### config.mk
export PLATFORM = sky130hd
export DESIGN_NAME = load_store_unit
export DESIGN_NICKNAME = d
export VERILOG_FILES = /design/src/rtl/load_store_unit_pkg.sv /design/src/rtl/lsu_align.sv /design/src/rtl/load_store_unit.sv
export SDC_FILE = /design/constraint.sdc
export NUM_CORES = 1
export LEC_CHECK = 0
export ABC_AREA = 1
export BUFFER_PORTS_ARGS = -buffer_cell sky130_fd_sc_hd__buf_2
export CAP_MARGIN = 20
export CORE_MARGIN = 2
export CORE_UTILIZATION = 48
export CTS_BUF_LIST = sky130_fd_sc_hd__clkbuf_8
export DETAILED_ROUTE_END_ITERATION = 10
export GPL_TIMING_DRIVEN = 0
export PLACE_DENSITY = 0.82
export SLEW_MARGIN = 20
export SYNTH_ARGS = -nofsm -noshare
export SYNTH_HDL_FRONTEND = slang
export SYNTH_SLANG_ARGS = --single-unit
### constraint.sdc
create_clock -name clk -period 3.42 [get_ports clk]
set_clock_uncertainty 0.15 [all_clocks]
set_input_delay 0.855 -clock clk [delete_from_list [all_inputs] [get_ports clk]]
set_output_delay 0.855 -clock clk [all_outputs]
set_load 0.03 [all_outputs]
### src/rtl/load_store_unit_pkg.sv
// Shared load/store opcodes, FSM states and access-size decode for the load/store unit.
package load_store_unit_pkg;

  localparam logic [5:0] ALU_LB  = 6'h20;
  localparam logic [5:0] ALU_LH  = 6'h21;
  localparam logic [5:0] ALU_LW  = 6'h22;
  localparam logic [5:0] ALU_LBU = 6'h23;
  localparam logic [5:0] ALU_LHU = 6'h24;
  localparam logic [5:0] ALU_SB  = 6'h28;
  localparam logic [5:0] ALU_SH  = 6'h29;
  localparam logic [5:0] ALU_SW  = 6'h2a;

  typedef enum logic [1:0] {
    ST_IDLE,
    ST_REQ,
    ST_WAIT,
    ST_RESP
  } lsu_state_e;

  typedef enum logic [1:0] {
    SIZE_B,
    SIZE_H,
    SIZE_W
  } access_size_e;

  // Unknown codes fall back to word size so they still get an alignment check.
  function automatic access_size_e access_size(input logic [5:0] code);
    case (code)
      ALU_LB, ALU_LBU, ALU_SB: access_size = SIZE_B;
      ALU_LH, ALU_LHU, ALU_SH: access_size = SIZE_H;
      default:                 access_size = SIZE_W;
    endcase
  endfunction

  function automatic logic zero_extend(input logic [5:0] code);
    return (code == ALU_LBU) || (code == ALU_LHU);
  endfunction

endpackage

### src/rtl/lsu_align.sv
// Combinational lane logic: byte enables and replicated store data, misalignment
// detection, and load byte/half extraction with sign or zero extension. No state.
module lsu_align
  import load_store_unit_pkg::*;
(
  input  logic [5:0]  alucode,
  input  logic        store,
  input  logic [1:0]  ea_lo,
  input  logic [31:0] store_data,
  input  logic [31:0] rdata,
  output logic [3:0]  be,
  output logic [31:0] wdata,
  output logic        misalign,
  output logic [31:0] load_data
);

  access_size_e size;
  logic         uns;
  logic [7:0]   byte_val;
  logic [15:0]  half_val;

  always_comb begin
    size      = access_size(alucode);
    uns       = zero_extend(alucode);
    byte_val  = rdata[{ea_lo, 3'b000} +: 8];
    half_val  = rdata[{ea_lo[1], 4'b0000} +: 16];
    be        = 4'b1111;
    wdata     = store_data;
    misalign  = 1'b0;
    load_data = rdata;
    case (size)
      SIZE_B: begin
        if (store) be = 4'b0001 << ea_lo;
        wdata     = {4{store_data[7:0]}};
        load_data = uns ? {24'b0, byte_val} : {{24{byte_val[7]}}, byte_val};
      end
      SIZE_H: begin
        if (store) be = 4'b0011 << ea_lo;
        wdata     = {2{store_data[15:0]}};
        misalign  = ea_lo[0];
        load_data = uns ? {16'b0, half_val} : {{16{half_val[15]}}, half_val};
      end
      default: begin
        misalign  = |ea_lo;
      end
    endcase
  end

endmodule

### src/rtl/load_store_unit.sv
// Load/store stage: one access per handshake over req/gnt/rvalid; latency 3 load, 2 store, 1 misaligned/no-op.
// Backpressure: req_ready only in IDLE; dmem_req held until gnt; resp_* held until resp_ready.
module load_store_unit
  import load_store_unit_pkg::*;
#(
  parameter int TIMEOUT_CYCLES = 256
) (
  input  logic        clk,
  input  logic        rst,
  input  logic        req_valid,
  output logic        req_ready,
  input  logic [5:0]  alucode,
  input  logic        is_load,
  input  logic        is_store,
  input  logic [31:0] base,
  input  logic [31:0] offset,
  input  logic [31:0] store_data,
  input  logic [4:0]  rd_addr,
  output logic        dmem_req,
  output logic        dmem_we,
  output logic [31:0] dmem_addr,
  output logic [3:0]  dmem_be,
  output logic [31:0] dmem_wdata,
  input  logic        dmem_gnt,
  input  logic        dmem_rvalid,
  input  logic [31:0] dmem_rdata,
  output logic        resp_valid,
  input  logic        resp_ready,
  output logic [31:0] resp_data,
  output logic [4:0]  resp_rd,
  output logic        resp_wren,
  output logic        misalign,
  output logic        bus_err
);

  localparam int TW = (TIMEOUT_CYCLES > 2) ? $clog2(TIMEOUT_CYCLES) : 1;
  localparam logic [TW-1:0] TIMEOUT_LAST = TW'(TIMEOUT_CYCLES - 1);

  lsu_state_e    state, state_next;
  logic [5:0]    code_q;
  logic [1:0]    ea_lo_q;
  logic          store_q;
  logic [TW-1:0] timer;

  logic [31:0] ea_in;
  logic        accept, is_mem, store_in, timed_out;
  logic [5:0]  code_sel;
  logic [1:0]  ea_lo_sel;
  logic [3:0]  be_c;
  logic [31:0] wdata_c, load_data_c;
  logic        mis_c;

  assign ea_in     = base + offset;
  assign accept    = req_valid && (state == ST_IDLE);
  assign is_mem    = is_load || is_store;
  assign store_in  = is_store && !is_load;
  // timer holds the number of REQ/WAIT cycles already spent, so this is the last allowed one
  assign timed_out = (timer == TIMEOUT_LAST);

  // In IDLE the aligner decodes the incoming request; afterwards it extracts load data.
  assign code_sel  = (state == ST_IDLE) ? alucode     : code_q;
  assign ea_lo_sel = (state == ST_IDLE) ? ea_in[1:0]  : ea_lo_q;

  lsu_align u_align (
    .alucode    (code_sel),
    .store      (store_in),
    .ea_lo      (ea_lo_sel),
    .store_data (store_data),
    .rdata      (dmem_rdata),
    .be         (be_c),
    .wdata      (wdata_c),
    .misalign   (mis_c),
    .load_data  (load_data_c)
  );

  always_ff @(posedge clk) begin
    if (rst) state <= ST_IDLE;
    else     state <= state_next;
  end

  always_comb begin
    state_next = state;
    case (state)
      ST_IDLE: if (req_valid) state_next = (is_mem && !mis_c) ? ST_REQ : ST_RESP;
      ST_REQ: begin
        if (dmem_gnt)       state_next = store_q ? ST_RESP : ST_WAIT;
        else if (timed_out) state_next = ST_RESP;
      end
      ST_WAIT: if (dmem_rvalid || timed_out) state_next = ST_RESP;
      ST_RESP: if (resp_ready) state_next = ST_IDLE;
      default: state_next = ST_IDLE;
    endcase
  end

  always_ff @(posedge clk) begin
    if (rst) begin
      req_ready  <= 1'b1;
      dmem_req   <= 1'b0;
      dmem_we    <= 1'b0;
      dmem_addr  <= '0;
      dmem_be    <= '0;
      dmem_wdata <= '0;
      resp_valid <= 1'b0;
      resp_data  <= '0;
      resp_rd    <= '0;
      resp_wren  <= 1'b0;
      misalign   <= 1'b0;
      bus_err    <= 1'b0;
      code_q     <= '0;
      ea_lo_q    <= '0;
      store_q    <= 1'b0;
      timer      <= '0;
    end else begin
      req_ready  <= (state_next == ST_IDLE);
      dmem_req   <= (state_next == ST_REQ);
      resp_valid <= (state_next == ST_RESP);

      if (accept) begin
        code_q    <= alucode;
        ea_lo_q   <= ea_in[1:0];
        store_q   <= store_in;
        resp_rd   <= rd_addr;
        timer     <= '0;
        misalign  <= is_mem && mis_c;
        bus_err   <= 1'b0;
        resp_wren <= 1'b0;
        resp_data <= '0;
      end

      if (accept && (state_next == ST_REQ)) begin
        dmem_addr  <= {ea_in[31:2], 2'b00};
        dmem_we    <= store_in;
        dmem_be    <= be_c;
        dmem_wdata <= wdata_c;
      end else if (state_next != ST_REQ) begin
        dmem_addr  <= '0;
        dmem_we    <= 1'b0;
        dmem_be    <= '0;
        dmem_wdata <= '0;
      end

      if ((state == ST_REQ) || (state == ST_WAIT)) timer <= timer + 1'b1;

      if (state == ST_WAIT && dmem_rvalid) begin
        resp_data <= load_data_c;
        resp_wren <= 1'b1;
      end else if (((state == ST_REQ && !dmem_gnt) || (state == ST_WAIT)) && timed_out) begin
        bus_err <= 1'b1;
      end
    end
  end

endmodule

---- Yosys cells after proc, flatten, opt, wreduce, memory -nomap -nowiden ----
Cells that the tools add are included.
cells by class
  $add $sub $neg .......................... 2
  eq/ne operators ......................... 14
  shifts and indexed selects .............. 4
  mux-type cells .......................... 36
  reductions and logical operators ........ 25
operators with widths
  cell                                                                   count
  32-bit 2-to-1 mux                                                      8
  32-bit case mux with 2 select lines                                    2
  6-bit equality test, second input constant                             6
  32-bit adder                                                           1
  32-bit by 6-bit variable part select with 16-bit output                1
  32-bit by 6-bit variable part select with 8-bit output                 1
  4-bit 2-to-1 mux                                                       4
  8-bit 2-to-1 mux                                                       2
  2-bit 2-to-1 mux                                                       7
  8-bit by 1-bit adder with 8-bit output, second input constant          1
  8-bit equality test, second input constant                             1
  1-bit logical AND                                                      8
  1-bit 2-to-1 mux                                                       8
  2-bit case mux with 4 select lines                                     1
  4-bit case mux with 2 select lines                                     1
  2-bit by 1-bit equality test with 1-bit output, second input constant  3
  2-bit equality test, second input constant                             3
  2-bit zero test                                                        3
  6-bit 2-to-1 mux                                                       1
  2-bit nonzero test                                                     3
  3-bit OR reduction                                                     2
  1-bit logical OR                                                       5
  2-bit case mux with 2 select lines                                     1
  1-bit by 2-bit left shift with 4-bit output, first input constant      1
  other kinds (5)                                                        7
storage, ports and cells
  register bits after elaboration ......... 129
  input bits .............................. 147
  output and inout bits ................... 112
  logic and storage cells ................. 98

---- Longest topological paths before layout ----
  depth after elaboration ................. 15
  mapped depth ............................ 19
  gate-level depth less buffers ........... 17

---- Modules after synthesis ----
A second synthesis with hierarchy kept.
unflattened totals
  cells, all modules ...................... 1,463
  area, all modules ....................... 8,981.1 µm²
by module, submodules not included
  module           instances  cells each  area each (µm²)  seq. area each (µm²)
  load_store_unit  1          1,132       7,405.9          2,582.5
  lsu_align        1          331         1,575.3          0.0

---- Worst setup path after synthesis ----
Ideal clock, no wire load.
  path type ............................... input to register
  start point ............................. in offset[0]
  end point ............................... reg dmem_be[1]
  setup time .............................. 128 ps
  arrival ................................. 3,115 ps
  required time ........................... 3,142 ps
  setup slack ............................. 27 ps
  stages on the path ...................... 17
  buffers on the path ..................... 3
  path through ............................ ha_1 > inv_1 > fa_1 > o21ai_2 > inv_1 > clkbuf_1 > ha_1 > inv_1 > nand3_2 > nand3_1 > nand2_2 > nand4_2 > buf_4 > buf_2 > nor2_1 > nor2_1 > nor2_1
between the ends
  longest elaborated chain between the ends .. 12
RTL lines
  what                                                    RTL line                source
  from (decl)                                             load_store_unit.sv:16   input logic [31:0] offset,
  32-bit adder (*)                                        load_store_unit.sv:53   assign ea_in = base + offset;
  2-bit 2-to-1 mux (*)                                    load_store_unit.sv:62   assign ea_lo_sel = (state == ST_IDLE) ? ea_in[1:0] : ea_lo_q;
  2-bit OR reduction                                      lsu_align.sv:44         misalign = |ea_lo;
  1-bit case mux with 2 select lines                      lsu_align.sv:31         case (size)
  1-bit zero test                                         load_store_unit.sv:84   ST_IDLE: if (req_valid) state_next = (is_mem && !mis_c) ? ST_REQ : ST_RESP;
  1-bit logical AND                                       load_store_unit.sv:84
  2-bit 2-to-1 mux (2 in series)                          load_store_unit.sv:84
  2-bit case mux with 4 select lines                      load_store_unit.sv:83   case (state)
  2-bit by 1-bit equality test with 1-bit output          load_store_unit.sv:130  if (accept && (state_next == ST_REQ)) begin
  1-bit logical AND                                       load_store_unit.sv:130
  4-bit 2-to-1 mux or 2-bit nonzero test (tied branches)  -
  to (signal assigned)                                    load_store_unit.sv:101  dmem_be <= '0;
  to (signal assigned)                                    load_store_unit.sv:133  dmem_be <= be_c;
  to (signal assigned)                                    load_store_unit.sv:138  dmem_be <= '0;
  to (decl)                                               load_store_unit.sv:22   output logic [3:0] dmem_be,
Every way passes the cells marked *; elsewhere a longest branch is shown, timed or not.
A chain may end at the register's enable or synchronous reset.

---- Worst setup path after layout ----
  start point ............................. in offset[0]
  end point ............................... reg dmem_addr[15]
between the ends
  longest elaborated chain between the ends .. 12
RTL lines
  what                                                     RTL line                source
  32-bit adder (*)                                         load_store_unit.sv:53
  2-bit 2-to-1 mux                                         load_store_unit.sv:62
  2-bit OR reduction                                       lsu_align.sv:44
  1-bit case mux with 2 select lines                       lsu_align.sv:31
  1-bit zero test                                          load_store_unit.sv:84
  1-bit logical AND                                        load_store_unit.sv:84
  2-bit 2-to-1 mux (2 in series)                           load_store_unit.sv:84
  2-bit case mux with 4 select lines                       load_store_unit.sv:83
  2-bit by 1-bit equality test with 1-bit output           load_store_unit.sv:130
  1-bit logical AND                                        load_store_unit.sv:130
  32-bit 2-to-1 mux or 2-bit nonzero test (tied branches)  -
  to (signal assigned)                                     load_store_unit.sv:131  dmem_addr <= {ea_in[31:2], 2'b00};
  to (decl)                                                load_store_unit.sv:21   output logic [31:0] dmem_addr,
Marked as above.

==> impl_metrics.xml <==
<?xml version="1.0" encoding="UTF-8"?>
<metrics>
  <group name="sta">
    <metric name="final-hold-violation-count" unit="">0</metric>
    <metric name="rsz0062_at_grt" unit="">true</metric>
    <metric name="setup_slack" unit="ps">130</metric>
    <metric name="layout_worst_path_cycle_share" unit="">0.962</metric>
    <metric name="post-route-min-period" unit="ps">3290</metric>
    <metric name="max_clock_freq" unit="MHz">304</metric>
    <metric name="timing.final.setup_violations" unit="">0</metric>
    <metric name="timing.final.max_slew_violations" unit="">0</metric>
    <metric name="worst_pin_slew" unit="ps">682</metric>
    <metric name="timing.slew.headroom" unit="">0.545</metric>
  </group>
  <group name="critical_path">
    <metric name="critPathLaunchType" unit="">input port</metric>
    <metric name="crit_path_end" unit="">dmem_addr[15]</metric>
    <metric name="required" unit="ps">3590</metric>
    <metric name="r2r_start" unit="">state[0]</metric>
    <metric name="rr_worst_depth" unit="">17</metric>
    <metric name="r2r-end" unit="">dmem_addr[15]</metric>
    <metric name="startpoint" unit="">offset[0]</metric>
    <metric name="path_max_fanout" unit="">10</metric>
    <metric name="crit_type" unit="">input port to flip-flop</metric>
    <metric name="crit_arrival" unit="ps">3460</metric>
    <metric name="worst_setup_path_end_kind" unit="">flip-flop</metric>
    <metric name="regToRegSetupSlack" unit="ps">370</metric>
  </group>
  <group name="final_layout">
    <metric name="area_of_all_placed_cells_without_fillers" unit="um2">10300</metric>
    <metric name="design.final.nets" unit="">1802</metric>
    <metric name="fillerInstances" unit="">1642</metric>
    <metric name="post_route_cells_drive_above_1_share" unit="">0.209</metric>
    <metric name="regArea" unit="um2">2580</metric>
    <metric name="antenna_cells_inserted" unit="">0</metric>
    <metric name="multiInputGateArea" unit="um2">4740</metric>
    <metric name="area_delta_synth_final" unit="%">25.2</metric>
    <metric name="fin_util" unit="">0.619</metric>
  </group>
  <group name="die">
    <metric name="die_w" unit="um">135</metric>
    <metric name="floorplan.core_area" unit="um2">16700</metric>
    <metric name="pin_count" unit="">259</metric>
    <metric name="fp.dieH" unit="um">135</metric>
    <metric name="floorplan.die_area" unit="um2">18300</metric>
    <metric name="core.rowCount" unit="">47</metric>
    <metric name="initial_core_util" unit="">0.494</metric>
  </group>
  <group name="cts">
    <metric name="cts_root_buf" unit="">sky130_fd_sc_hd__clkbuf_8</metric>
    <metric name="cts_tree" unit="">done</metric>
    <metric name="numCtsBuffers" unit="">17</metric>
    <metric name="cts.htree.levels" unit="">4</metric>
    <metric name="cts_sinks" unit="">129</metric>
    <metric name="clk_transition_reported_paths" unit="ps">80</metric>
    <metric name="clock_latency" unit="ps">440</metric>
    <metric name="ctsLongestPathBuffers" unit="">2</metric>
  </group>
  <group name="global_routing">
    <metric name="global_route_wire_length_before_repair" unit="um">39700</metric>
    <metric name="vias_in_the_first_global_route" unit="">8381</metric>
    <metric name="gr-total-overflow" unit="">0</metric>
    <metric name="grt_antenna_before_repair" unit="">0</metric>
    <metric name="track_usage" unit="">0.273</metric>
    <metric name="grt_max_degree" unit="">17</metric>
  </group>
  <group name="detailed_routing">
    <metric name="initialDrtViolationCount" unit="">747</metric>
    <metric name="via_count" unit="">9425</metric>
    <metric name="detail_routed_via_count_per_cell" unit="">5.10</metric>
    <metric name="top_layer_used" unit="">met4</metric>
    <metric name="detail_route.wl_per_cell" unit="um">13.9</metric>
    <metric name="ant_nets" unit="">0</metric>
    <metric name="post-route-drc-count" unit="">0</metric>
    <metric name="dr_wl_met3" unit="um">2170</metric>
    <metric name="detailedRoute.firstPassIterationCount" unit="">8</metric>
    <metric name="routed_wirelength" unit="um">25700</metric>
    <metric name="wl_met2" unit="um">11900</metric>
    <metric name="met1Wirelength" unit="um">10800</metric>
  </group>
  <group name="worst_hold_path">
    <metric name="holdCritPathClass" unit="">flip-flop to flip-flop</metric>
  </group>
  <group name="pwr">
    <metric name="pwr_density" unit="nW/um2">652</metric>
    <metric name="pleak" unit="nW">5.00</metric>
    <metric name="clock_power_share" unit="">0.225</metric>
    <metric name="power.share.switching" unit="">0.453</metric>
    <metric name="internal_power" unit="mW">3.68</metric>
    <metric name="power.switching" unit="mW">3.05</metric>
    <metric name="p_seq_frac" unit="">0.276</metric>
    <metric name="vdd_drop_max" unit="V">0.000365</metric>
    <metric name="comb_power_share" unit="">0.499</metric>
  </group>
  <group name="placed_design">
    <metric name="placement.setup.worst_slack" unit="ps">-701</metric>
    <metric name="hpwlAfterDp" unit="um">20200</metric>
    <metric name="gp_routability_congestion" unit="">0.945</metric>
    <metric name="dpl-instance-area" unit="um2">9820</metric>
    <metric name="placement.io_buffers" unit="">256</metric>
  </group>
  <group name="yosys">
    <metric name="syn_area_per_cell" unit="um2">6.19</metric>
    <metric name="yosysWarningCount" unit="">0</metric>
    <metric name="yosys.cell_types.count" unit="">43</metric>
    <metric name="ys_seq_elements" unit="">129</metric>
    <metric name="mappedNetlistArea" unit="um2">8260</metric>
    <metric name="syn_inst" unit="">1334</metric>
    <metric name="sequential_cell_area_fraction_in_the_yosys_report" unit="">0.313</metric>
  </group>
  <group name="run_status">
    <metric name="outcome" unit="">finished clean</metric>
  </group>
  <group name="job">
    <metric name="max_cap_violations" unit="">0</metric>
  </group>
</metrics>
## cell usage in the layout (no fill, tap or decap), drive strengths merged
master / n
o311a: 2
conb: 2
o21a: 3
buf: 284
clkinvlp: 4
nand3: 51
o221ai: 8
dfxtp: 129
nor4: 1
fa: 1
clkbuf: 55
nor2: 339
nand3b: 6
inv: 177
a21boi: 3
or2: 8
nand2: 262
and3: 1
xnor2: 12
o21ai: 76
clkinv: 1
xor2: 7
bufinv: 4
o2111ai: 4
o211ai: 11
nand4: 9
ha: 40
o22ai: 5
o21bai: 8
a21o: 3
o31ai: 5
nor3: 12
a21oi: 94
## cells in the mapped netlist
library cell / n / area, um2
sky130_fd_sc_hd__ha_1: 40 / 500
sky130_fd_sc_hd__o2111ai_1: 4 / 35.0
sky130_fd_sc_hd__a21oi_4: 1 / 16.3
sky130_fd_sc_hd__xor2_1: 7 / 61.3
sky130_fd_sc_hd__o21ai_2: 1 / 8.76
sky130_fd_sc_hd__nor2_1: 338 / 1270
sky130_fd_sc_hd__conb_1: 1 / 3.75
sky130_fd_sc_hd__nand2_1: 258 / 968
sky130_fd_sc_hd__nor3_1: 12 / 60.1
sky130_fd_sc_hd__o21ai_0: 72 / 360
sky130_fd_sc_hd__buf_1: 2 / 7.51
sky130_fd_sc_hd__o22ai_1: 5 / 31.3
sky130_fd_sc_hd__o21a_2: 1 / 8.76
sky130_fd_sc_hd__inv_1: 173 / 649
sky130_fd_sc_hd__buf_6: 4 / 45.0
sky130_fd_sc_hd__o21ai_1: 3 / 15.0
sky130_fd_sc_hd__o31ai_1: 5 / 37.5
sky130_fd_sc_hd__nor4_1: 1 / 6.26
sky130_fd_sc_hd__nand3_2: 1 / 10.0
sky130_fd_sc_hd__and3_1: 1 / 6.26
sky130_fd_sc_hd__o21bai_1: 8 / 60.1
sky130_fd_sc_hd__nand3_1: 50 / 250
sky130_fd_sc_hd__nand4_2: 2 / 25.0
sky130_fd_sc_hd__a21boi_0: 3 / 22.5
sky130_fd_sc_hd__fa_1: 1 / 20.0
sky130_fd_sc_hd__xnor2_1: 12 / 105
sky130_fd_sc_hd__nand2_2: 4 / 25.0
sky130_fd_sc_hd__nand4_1: 7 / 43.8
sky130_fd_sc_hd__o21a_1: 2 / 15.0
sky130_fd_sc_hd__clkbuf_1: 31 / 116
sky130_fd_sc_hd__a21oi_1: 93 / 465
sky130_fd_sc_hd__clkbuf_2: 1 / 5.00
sky130_fd_sc_hd__nand3b_1: 6 / 45.0
sky130_fd_sc_hd__a21o_1: 3 / 22.5
sky130_fd_sc_hd__inv_2: 4 / 15.0
sky130_fd_sc_hd__buf_4: 6 / 45.0
sky130_fd_sc_hd__o311a_1: 2 / 20.0
sky130_fd_sc_hd__buf_2: 12 / 60.1
sky130_fd_sc_hd__or2_2: 8 / 50.1
sky130_fd_sc_hd__nor2_4: 1 / 11.3
sky130_fd_sc_hd__o211ai_1: 11 / 82.6
sky130_fd_sc_hd__dfxtp_1: 129 / 2580
sky130_fd_sc_hd__o221ai_1: 8 / 70.1
## per-stage QoR
stage / power (mW) / hold slack, ps / setup TNS (ps) / instances
after detailed placement: 5.12 / 297 / -40410 / 1811
after global routing: 7.17 / 323 / -53.0 / 1847
after CTS: 6.65 / 308 / 0 / 1843
after global placement: 5.06 / 287 / -38670 / 1811
after floorplan: 4.22 / 279 / 0 / 1335
final: 6.74 / 309 / 0 / 1847
## power by group through the flow
stage                     Clock [mW]  Sequential [mW]  Combinational, mW
after detailed placement           0             1.89               3.23
after global routing            1.60             1.89               3.69
final                           1.52             1.86               3.36
after CTS                       1.53             1.86               3.26
after global placement             0             1.88               3.17
after floorplan                    0             2.24               1.98
## timing repair
item                                    4_1_cts  5_1_grt
resized for setup                             1        5
buffers inserted                              1        4
endpoints found under the setup margin       56       54
pin swaps                                     0        2
hold buffers                                  0        0
cloned                                        0        0
## area by class of cell
type | count | share of cell area
multi-input combinational | 973 | 0.459
sequential | 129 | 0.250
timing repair buffer | 261 | 0.128
inverter | 177 | 0.0646
clock buffer | 23 | 0.0306
buffer | 55 | 0.0270
tap | 220 | 0.0266
clock inverter | 9 | 0.0146
## worst min-delay path by stage
stage                from         end  slack (ps)  cells after the start
5_1_grt         code_q[4]   code_q[4]         320                      2
3_5_place_dp    code_q[4]   code_q[4]         300                      2
4_1_cts         code_q[4]   code_q[4]         310                      2
2_1_floorplan  ea_lo_q[0]  ea_lo_q[0]         280                      2
3_3_place_gp   ea_lo_q[0]  ea_lo_q[0]         290                      2
6_report        code_q[4]   code_q[4]         310                      2
## state kept, by name (all words and copies together), names as in the netlist
signal,flops
dmem_addr,30
timer,8
bus_err,1
dmem_req,1
state,2
resp_rd,5
dmem_be,4
store_q,1
ea_lo_q,2
dmem_we,1
req_ready,1
resp_wren,1
misalign,1
resp_valid,1
code_q,6
resp_data,32
dmem_wdata,32
## per-layer routing
layer / global-route usage / vias to the layer above
li1: - / 4767
met1: 0.337 / 4152
met2: 0.462 / 435
met3: 0.0584 / 71
met4: 0.113 / 0
met5: 0 / -
## critical path, cell delays in order
cell                         delay (ps)
sky130_fd_sc_hd__buf_2              100
sky130_fd_sc_hd__ha_1               200
sky130_fd_sc_hd__inv_1               70
sky130_fd_sc_hd__fa_1               460
sky130_fd_sc_hd__o21ai_4            250
sky130_fd_sc_hd__clkinvlp_4         160
sky130_fd_sc_hd__ha_1               220
sky130_fd_sc_hd__inv_1               70
sky130_fd_sc_hd__nand3_2             70
sky130_fd_sc_hd__nand3_1            100
sky130_fd_sc_hd__nand2_2             90
sky130_fd_sc_hd__nand4_2            130
sky130_fd_sc_hd__buf_4              200
sky130_fd_sc_hd__buf_2              240
sky130_fd_sc_hd__nor2_1              80
sky130_fd_sc_hd__nor2_1             110
sky130_fd_sc_hd__nor2_1              50
## cell families (layout without fill, tap and decap cells)
| family | count (synthesis) | after routing | synth area share |
|---|---|---|---|
| other cells | 1 | 2 | 0.000454 |
| simple gates | 689 | 689 | 0.335 |
| buf+inv | 233 | 525 | 0.114 |
| compound gates | 222 | 222 | 0.154 |
| xor+xnor | 19 | 19 | 0.0202 |
| fa+ha+maj | 41 | 41 | 0.0630 |
| flops | 129 | 129 | 0.313 |
(Power assumes the default switching activity.)
